--- config.mk ---
export PLATFORM = sky130hd
export DESIGN_NAME = fir_sample_scheduler
export DESIGN_NICKNAME = d
export VERILOG_FILES = /design/src/rtl/fir_sample_scheduler.sv
export SDC_FILE = /design/constraint.sdc
export NUM_CORES = 1
export LEC_CHECK = 0
export CORE_MARGIN = 8
export CORE_UTILIZATION = 30
export DETAILED_ROUTE_END_ITERATION = 8
export GPL_TIMING_DRIVEN = 0
export SLEW_MARGIN = 20
export SYNTH_ARGS = -nofsm -noshare
export SYNTH_HDL_FRONTEND = slang
export SYNTH_SLANG_ARGS = --single-unit
--- constraint.sdc ---
create_clock -name clk -period 6.3 [get_ports clk]
set_input_delay 0.945 -clock clk [delete_from_list [all_inputs] [get_ports clk]]
set_output_delay 0.945 -clock clk [all_outputs]
set_load 0.02 [all_outputs]
--- src/rtl/fir_sample_scheduler.sv ---
// Sample-rate scheduler for the time-multiplexed FIR datapath: tick divider with
// shadowed divisor, ADC request, tap-address walk, MAC drain and result handshake.
module fir_sample_scheduler #(
    parameter int NTAPS       = 16,
    parameter int MAC_LAT     = 2,
    parameter int DIV_WIDTH   = 24,
    parameter int DEFAULT_DIV = 12000
) (
    input  logic                     clk,
    input  logic                     rst_n,
    input  logic                     enable,
    input  logic                     div_load,
    input  logic [DIV_WIDTH-1:0]     div_value,
    output logic                     sample_tick,
    output logic                     adc_req,
    input  logic                     adc_ack,
    output logic [$clog2(NTAPS)-1:0] tap_addr,
    output logic                     mac_clr,
    output logic                     mac_en,
    output logic                     result_valid,
    input  logic                     result_ready,
    output logic                     busy,
    output logic                     overrun,
    input  logic                     overrun_clr
);

    localparam int TAW = $clog2(NTAPS);
    localparam int DCW = $clog2(MAC_LAT) + 1;
    localparam logic [TAW-1:0]       TAP_LAST   = TAW'(NTAPS - 1);
    localparam logic [DCW-1:0]       DRAIN_LAST = DCW'(MAC_LAT - 1);
    localparam logic [DIV_WIDTH-1:0] DIV_RESET  = DIV_WIDTH'(DEFAULT_DIV);
    localparam logic [DIV_WIDTH-1:0] DIV_ONE    = DIV_WIDTH'(1);

    typedef enum logic [2:0] {
        S_IDLE,
        S_ACQ,
        S_CLR,
        S_MAC,
        S_DRAIN,
        S_OUT
    } state_t;

    logic [DIV_WIDTH-1:0] count_q, count_d;
    logic [DIV_WIDTH-1:0] active_div_q, active_div_d;
    logic [DIV_WIDTH-1:0] shadow_div_q, shadow_div_d;
    logic [DIV_WIDTH-1:0] div_last;
    logic                 tick;

    state_t               state_q, state_d;
    logic [TAW-1:0]       tap_q, tap_d;
    logic [DCW-1:0]       drain_q, drain_d;

    logic                 adc_req_q, adc_req_d;
    logic                 mac_clr_q, mac_clr_d;
    logic                 mac_en_q, mac_en_d;
    logic                 result_valid_q, result_valid_d;
    logic                 busy_q, busy_d;
    logic                 overrun_q, overrun_d;

    // Divisors of 0 and 1 both collapse to a terminal count of 0 (tick every cycle).
    always_comb begin
        div_last = (active_div_q <= DIV_ONE) ? '0 : (active_div_q - DIV_ONE);
        tick     = enable && (count_q == div_last);
    end

    always_comb begin
        count_d      = count_q;
        active_div_d = active_div_q;
        shadow_div_d = shadow_div_q;

        if (!enable || tick) begin
            count_d = '0;
        end else begin
            count_d = count_q + DIV_ONE;
        end

        // The active divisor only changes at a period boundary or while stopped.
        if (tick || !enable) begin
            active_div_d = shadow_div_q;
        end

        if (div_load) begin
            shadow_div_d = div_value;
        end
    end

    always_comb begin
        state_d = state_q;
        tap_d   = '0;
        drain_d = '0;

        case (state_q)
            S_IDLE: begin
                if (tick) begin
                    state_d = S_ACQ;
                end
            end
            S_ACQ: begin
                if (adc_ack) begin
                    state_d = S_CLR;
                end
            end
            S_CLR: begin
                state_d = S_MAC;
            end
            S_MAC: begin
                if (tap_q == TAP_LAST) begin
                    state_d = S_DRAIN;
                end else begin
                    tap_d = tap_q + TAW'(1);
                end
            end
            S_DRAIN: begin
                if (drain_q == DRAIN_LAST) begin
                    state_d = S_OUT;
                end else begin
                    drain_d = drain_q + DCW'(1);
                end
            end
            S_OUT: begin
                if (result_ready) begin
                    state_d = S_IDLE;
                end
            end
            default: begin
                state_d = S_IDLE;
            end
        endcase

        // Strobes are decoded from the next state so they leave flops directly.
        adc_req_d      = (state_d == S_ACQ);
        mac_clr_d      = (state_d == S_CLR);
        mac_en_d       = (state_d == S_MAC);
        result_valid_d = (state_d == S_OUT);
        busy_d         = (state_d != S_IDLE);

        // Any tick not taken from IDLE is lost; a new loss beats a simultaneous clear.
        if (tick && (state_q != S_IDLE)) begin
            overrun_d = 1'b1;
        end else if (overrun_clr) begin
            overrun_d = 1'b0;
        end else begin
            overrun_d = overrun_q;
        end
    end

    always_ff @(posedge clk or negedge rst_n) begin
        if (!rst_n) begin
            count_q        <= '0;
            active_div_q   <= DIV_RESET;
            shadow_div_q   <= DIV_RESET;
            state_q        <= S_IDLE;
            tap_q          <= '0;
            drain_q        <= '0;
            adc_req_q      <= 1'b0;
            mac_clr_q      <= 1'b0;
            mac_en_q       <= 1'b0;
            result_valid_q <= 1'b0;
            busy_q         <= 1'b0;
            overrun_q      <= 1'b0;
        end else begin
            count_q        <= count_d;
            active_div_q   <= active_div_d;
            shadow_div_q   <= shadow_div_d;
            state_q        <= state_d;
            tap_q          <= tap_d;
            drain_q        <= drain_d;
            adc_req_q      <= adc_req_d;
            mac_clr_q      <= mac_clr_d;
            mac_en_q       <= mac_en_d;
            result_valid_q <= result_valid_d;
            busy_q         <= busy_d;
            overrun_q      <= overrun_d;
        end
    end

    assign sample_tick  = tick;
    assign adc_req      = adc_req_q;
    assign tap_addr     = tap_q;
    assign mac_clr      = mac_clr_q;
    assign mac_en       = mac_en_q;
    assign result_valid = result_valid_q;
    assign busy         = busy_q;
    assign overrun      = overrun_q;

endmodule

---- Yosys cells after proc, flatten, opt, wreduce, memory -nomap -nowiden ----
Cells that the tools add are included.
cells by class
  muxes and demuxes ....................... 14
  equal/unequal tests ..................... 12
  $lt $le $gt $ge ......................... 1
  reduce and logical (&&, ||, !) cells .... 8
  add/subtract/negate cells ............... 4
operators with widths
  operator                                                                count
  24-bit two-way mux                                                      2
  24-bit by 1-bit adder with 24-bit output, second input constant         1
  24-bit == test                                                          1
  24-bit by 1-bit <= comparator with 1-bit output, second input constant  1
  24-bit by 1-bit subtractor with 24-bit output, second input constant    1
  3-bit one-hot mux with 6 select lines                                   1
  3-bit two-way mux                                                       5
  3-bit by 2-bit == test with 1-bit output, second input constant         4
  3-bit == test, second input constant                                    3
  4-bit two-way mux                                                       2
  3-bit by 1-bit == test with 1-bit output, second input constant         2
  3-bit nonzero test                                                      2
  4-bit by 1-bit adder with 4-bit output, second input constant           1
  4-bit == test, second input constant                                    1
  2-bit two-way mux                                                       2
  3-bit zero test                                                         1
  2-bit by 1-bit adder with 2-bit output, second input constant           1
  2-bit by 1-bit == test with 1-bit output, second input constant         1
  1-bit logical AND                                                       2
  1-bit two-way mux                                                       2
  2-bit nonzero test                                                      1
  1-bit zero test                                                         1
  1-bit logical OR                                                        1
word-level totals
  register bits ........................... 87
  word-level logic and storage cells ...... 51
  output and inout bits ................... 11

---- Depth between registers and ports, before layout ----
Gate-level depths: netlist of the first run.
  depth in word-level cells ............... 7
  gate-level depth with buffers ........... 15

---- Least setup slack after synthesis of the first run ----
No wires, ideal clock.
  path type ............................... reg2out
  start point ............................. reg active_div_q[8]
  end point ............................... out sample_tick
  setup slack ............................. 1.776 ns
  stages on the path, launching flop included .. 11
  arrival time ............................ 3.579 ns
  path buffers ............................ 3
  path through ............................ dfrtp_1 -> buf_2 -> or4_1 -> buf_2 -> or3_1 -> clkbuf_1 -> or4_1 -> a2111oi_2 -> a311oi_1 -> a311oi_2 -> nor4b_1
between the ends
  word-level cells in the longest chain between the ends .. 4
  elaborated cells between the ends (all ways) .. 5
ends and longest elaborated chain
  item                                                                                                                     RTL line  source
  start: declaration                                                                                                       44        logic [DIV_WIDTH-1:0] active_div_q, active_div_d;
  start signal: assignment                                                                                                 163       active_div_q <= active_div_d;
  24-bit by 1-bit subtractor with 24-bit output / 24-bit by 1-bit <= comparator with 1-bit output (equally long branches)  62        div_last = (active_div_q <= DIV_ONE) ? '0 : (active_div_q - DIV_ONE);
  24-bit two-way mux (*)                                                                                                   62
  24-bit == test (*)                                                                                                       63        tick = enable && (count_q == div_last);
  1-bit logical AND (*)                                                                                                    63
  end: declaration                                                                                                         14        output logic sample_tick,
Mark *: on every way between the ends. The rest lies on a longest branch, timed or not.

---- Worst setup path after layout of the first run ----
  start point ............................. reg active_div_q[20]
  end point ............................... out sample_tick
The elaborated chain is that of the path after synthesis.

==> metrics, run 1 <==
# setup viols final 0; element type at the critical path start flip-flop; post-synthesis mux area share 0.125; vias per cell 5.10; Max Clk Rate 0.177 GHz; Final Cycle Share 0.897; Yosys warnings 0; Starting DRT DRC Count 265; dominant cell by count in the synthesized netlist dfrtp_1; sequential share of power 0.416; delay of the slowest critical-path stage 0.68 ns; antenna diode count 0; post-placement cell count 751; crit path max-delay cell type clkdlybuf4s50_1; # fillers 1647; Post-Place Cell Area 5730 um^2; drt total wl 13100 um; vias in the first global route 4201; routability congestion estimate 0.850; Worst Path Max Fanout 10; Logic pwr share 0.201; pin count of the biggest net entering global routing 49; Die Span Y 145 um; Max IR drop VDD 0.167 mV; share of cells above drive strength 1 0.190; Design Power 1650 uW; sw power 448 uW; top-area cell type share of the netlist area 0.364; compound-cell area share of the yosys netlist 0.0919; Cells after Synth 490; relative slew slack 0.505; post-route ant nets 0; top cells by area, synth dfrtp_1 (36%), mux2_2 (10%), dfstp_2 (7.3%); hold path cells 1; Commonest cells post-synth dfrtp_1 (73), nor2_1 (46), mux2_2 (45); CTS root buffer clkbuf_16; GR Util met2 0.212; via count 3908; Sink Count 87; drt first pass iters 4; Top Ports 42; M1 GR Usage 0.156; cell mode on critical path or4_1; worst r2r src active_div_q[20]; WP data required 5.35 ns; drt wl/cell 17.0 um; outcome completed; CTS tree yes; Slew @ Worst Pin 0.742 ns; Design Area, Final 6090 um^2; minimum clock period after layout 5.65 ns; DRC Markers 0; Post-synth EDFFs 0; Post-Syn Area 5020 um^2; Num CTS Buffers 9; worst skew pair latency 0.35 ns; chip width 145 um; CP Data Arrival Time 4.71 ns; grt ovf 0; hold-fix buffers at CTS 0; IO buf count 40; Resized Gates After CTS 0; Clk pwr share 0.383; Synth area leader dfrtp_1; Mean Syn Cell Area 10.3 um^2; area of the core 16500 um^2; antenna violations before repair 0; final net count 577; CP cell instances or4_1 > or4_1 > clkbuf_2 > or3_4 > clkbuf_1 > a211oi_1 > a311oi_1 > a311oi_2 > nor4b_1 > clkdlybuf4s50_1; simple-gate share of the synthesized area 0.223; post-CTS setup buffers 0; Final Hold Fails 0; sequential share of the synthesized area 0.437; clk_skew 0.00745 ns; hold crit path type reg2reg; Main synth FF type dfrtp_1; Worst setup EP type output port; H-tree depth 3; Mapped Nets 525; non-filler cells, final 767; M3 GR Usage 0.0277; die footprint 21100 um^2; critical path class reg2out; Synth Area in Adders 0.00996; initial core utilization 0.305; Distinct cells, synth 70; setup TNS 0 ns; first-pass GRT wire length 21800 um; source of the worst hold timing path drain_q[0]; Hold Crit Endpoint drain_q[0]; R2R Path End active_div_q[19]; Cell Rows 47; Slew Limit Fails 0; LEAKAGE 0.00231 uW; Synth Register Bits 87; Syn-to-layout area delta 21.1%; Synth Area in XOR/XNOR 0.0747; largest family of logic cells by synthesized area simple AND/OR/NAND/NOR gates; DP HPWL 9900 um; worst r2r path cells 12; CP startpoint active_div_q[20]; Net Sw Frac 0.272; gr usage total 0.129; gr busiest metal met2; max-cap viol count 0; Max clock buf depth 2; ys async rst share 1.00; r2r setup slk 1.88 ns; PD cells 270 nW/um^2; P_int 1200 uW; RSZ-0062 raised after global routing false; Reg clk slew, reported paths 0.06 ns
==> registers in the layout, indices dropped and copies added (netlist names), 2 cells and up <==
name / flops
active_div_q: 24
shadow_div_q: 24
drain_q: 2
tap_addr: 4
state_q: 3
count_q: 24
==> power by group through the flow <==
stage / registers [uW] / logic [uW] / clock network, uW
after floorplan: 694 / 200 / 0
after global placement: 690 / 317 / 0
after detailed placement: 694 / 332 / 0
after CTS: 684 / 334 / 648
after global routing: 694 / 365 / 675
final: 684 / 331 / 631
==> area by class of cell <==
type | instances | area (um^2) | area share
timing repair buffer | 41 | 425 | 0.0699
inverter | 10 | 37.5 | 0.00617
tap | 220 | 275 | 0.0452
sequential | 87 | 2190 | 0.361
multi-input combinational | 359 | 2640 | 0.434
clock inverter | 5 | 104 | 0.0171
clock buffer | 11 | 253 | 0.0415
buffer | 34 | 159 | 0.0261
==> metal layers <==
| layer | routed length, um | vias to the layer above |
|---|---|---|
| li1 | - | 1883 |
| met1 | 5810 | 1919 |
| met2 | 6410 | 77 |
| met3 | 421 | 29 |
| met4 | 416 | 0 |
| met5 | 0 | - |
==> layout by cell type, fill, tap and decap left out, types with 5 or more instances in the layout <==
| cell type | n |
|---|---|
| o21ai_0 | 10 |
| dfrtp_1 | 73 |
| clkbuf_16 | 9 |
| mux2i_1 | 5 |
| xor2_1 | 15 |
| clkbuf_1 | 24 |
| nor4_1 | 16 |
| or2_2 | 6 |
| dfstp_2 | 14 |
| nand4_1 | 5 |
| mux2_2 | 45 |
| and3_1 | 10 |
| or4_1 | 13 |
| clkdlybuf4s50_1 | 39 |
| nor3_1 | 11 |
| or3_1 | 5 |
| mux2_1 | 5 |
| nand2_1 | 28 |
| xnor2_1 | 20 |
| o31ai_1 | 7 |
| nand3_1 | 16 |
| nand2b_1 | 13 |
| a21oi_1 | 10 |
| inv_1 | 10 |
| nor2_1 | 46 |
==> kinds of logic (layout without fill, tap and decap cells) <==
kind of cell,after synthesis,after routing
adders and majority gates,4,4
xor gates and xnor gates,38,38
DFF,87,87
buffers and inverters,44,101
muxes,56,56
AOI/OAI and AO/OA,62,62
and+or+nand+nor,199,199
==> through the flow <==
step / setup slack, ns / util / hold slack [ns]
global route: 0.366 / 0.370 / 0.468
finish: 0.649 / 0.370 / 0.453
CTS: 0.591 / 0.370 / 0.459
global placement: 0.966 / 0.346 / 0.426
floorplan: 1.78 / - / 0.408
detailed placement: 0.992 / 0.348 / 0.451
==> how the worst max path moves through the flow <==
stage / to / depth (start not counted)
global route: sample_tick / 10
floorplan: sample_tick / 10
CTS: sample_tick / 10
detailed placement: sample_tick / 10
finish: sample_tick / 10
global placement: sample_tick / 10
==> worst max-delay path: cells and delay by family (launching register included) <==
| family | cells | cell delay, ns |
|---|---|---|
| buffers and inverters | 3 | 1.18 |
| AOI/OAI and AO/OA | 3 | 0.86 |
| DFF | 1 | 0.43 |
| and+or+nand+nor | 4 | 1.87 |
Note: power is estimated with default switching activity, not from simulation.
==> run 2, diff against run 1 <==
SLEW_MARGIN = 15   (was 20)
==> results of run 2 <==
Final layout, timing and power as in run 1 (identical DEF).
==> run 3, diff against run 2 <==
--- a/config.mk
+++ b/config.mk
@@ -6,4 +6,5 @@
 export NUM_CORES = 1
 export LEC_CHECK = 0
+export CAP_MARGIN = 20
 export CORE_MARGIN = 8
 export CORE_UTILIZATION = 30
==> constraint.sdc (replaced) <==
create_clock -name clk -period 6.3 [get_ports clk]
set_input_delay 1.26 -clock clk [delete_from_list [all_inputs] [get_ports clk]]
set_output_delay 1.26 -clock clk [all_outputs]
set_load 0.02 [all_outputs]
==> results of run 3 <==
The final DEF is identical to that of run 1. Status: completed.
Among the figures that moved: setup slack after placement 0.992 ns -> 0.677 ns; setup slack after layout 0.649 ns -> 0.334 ns
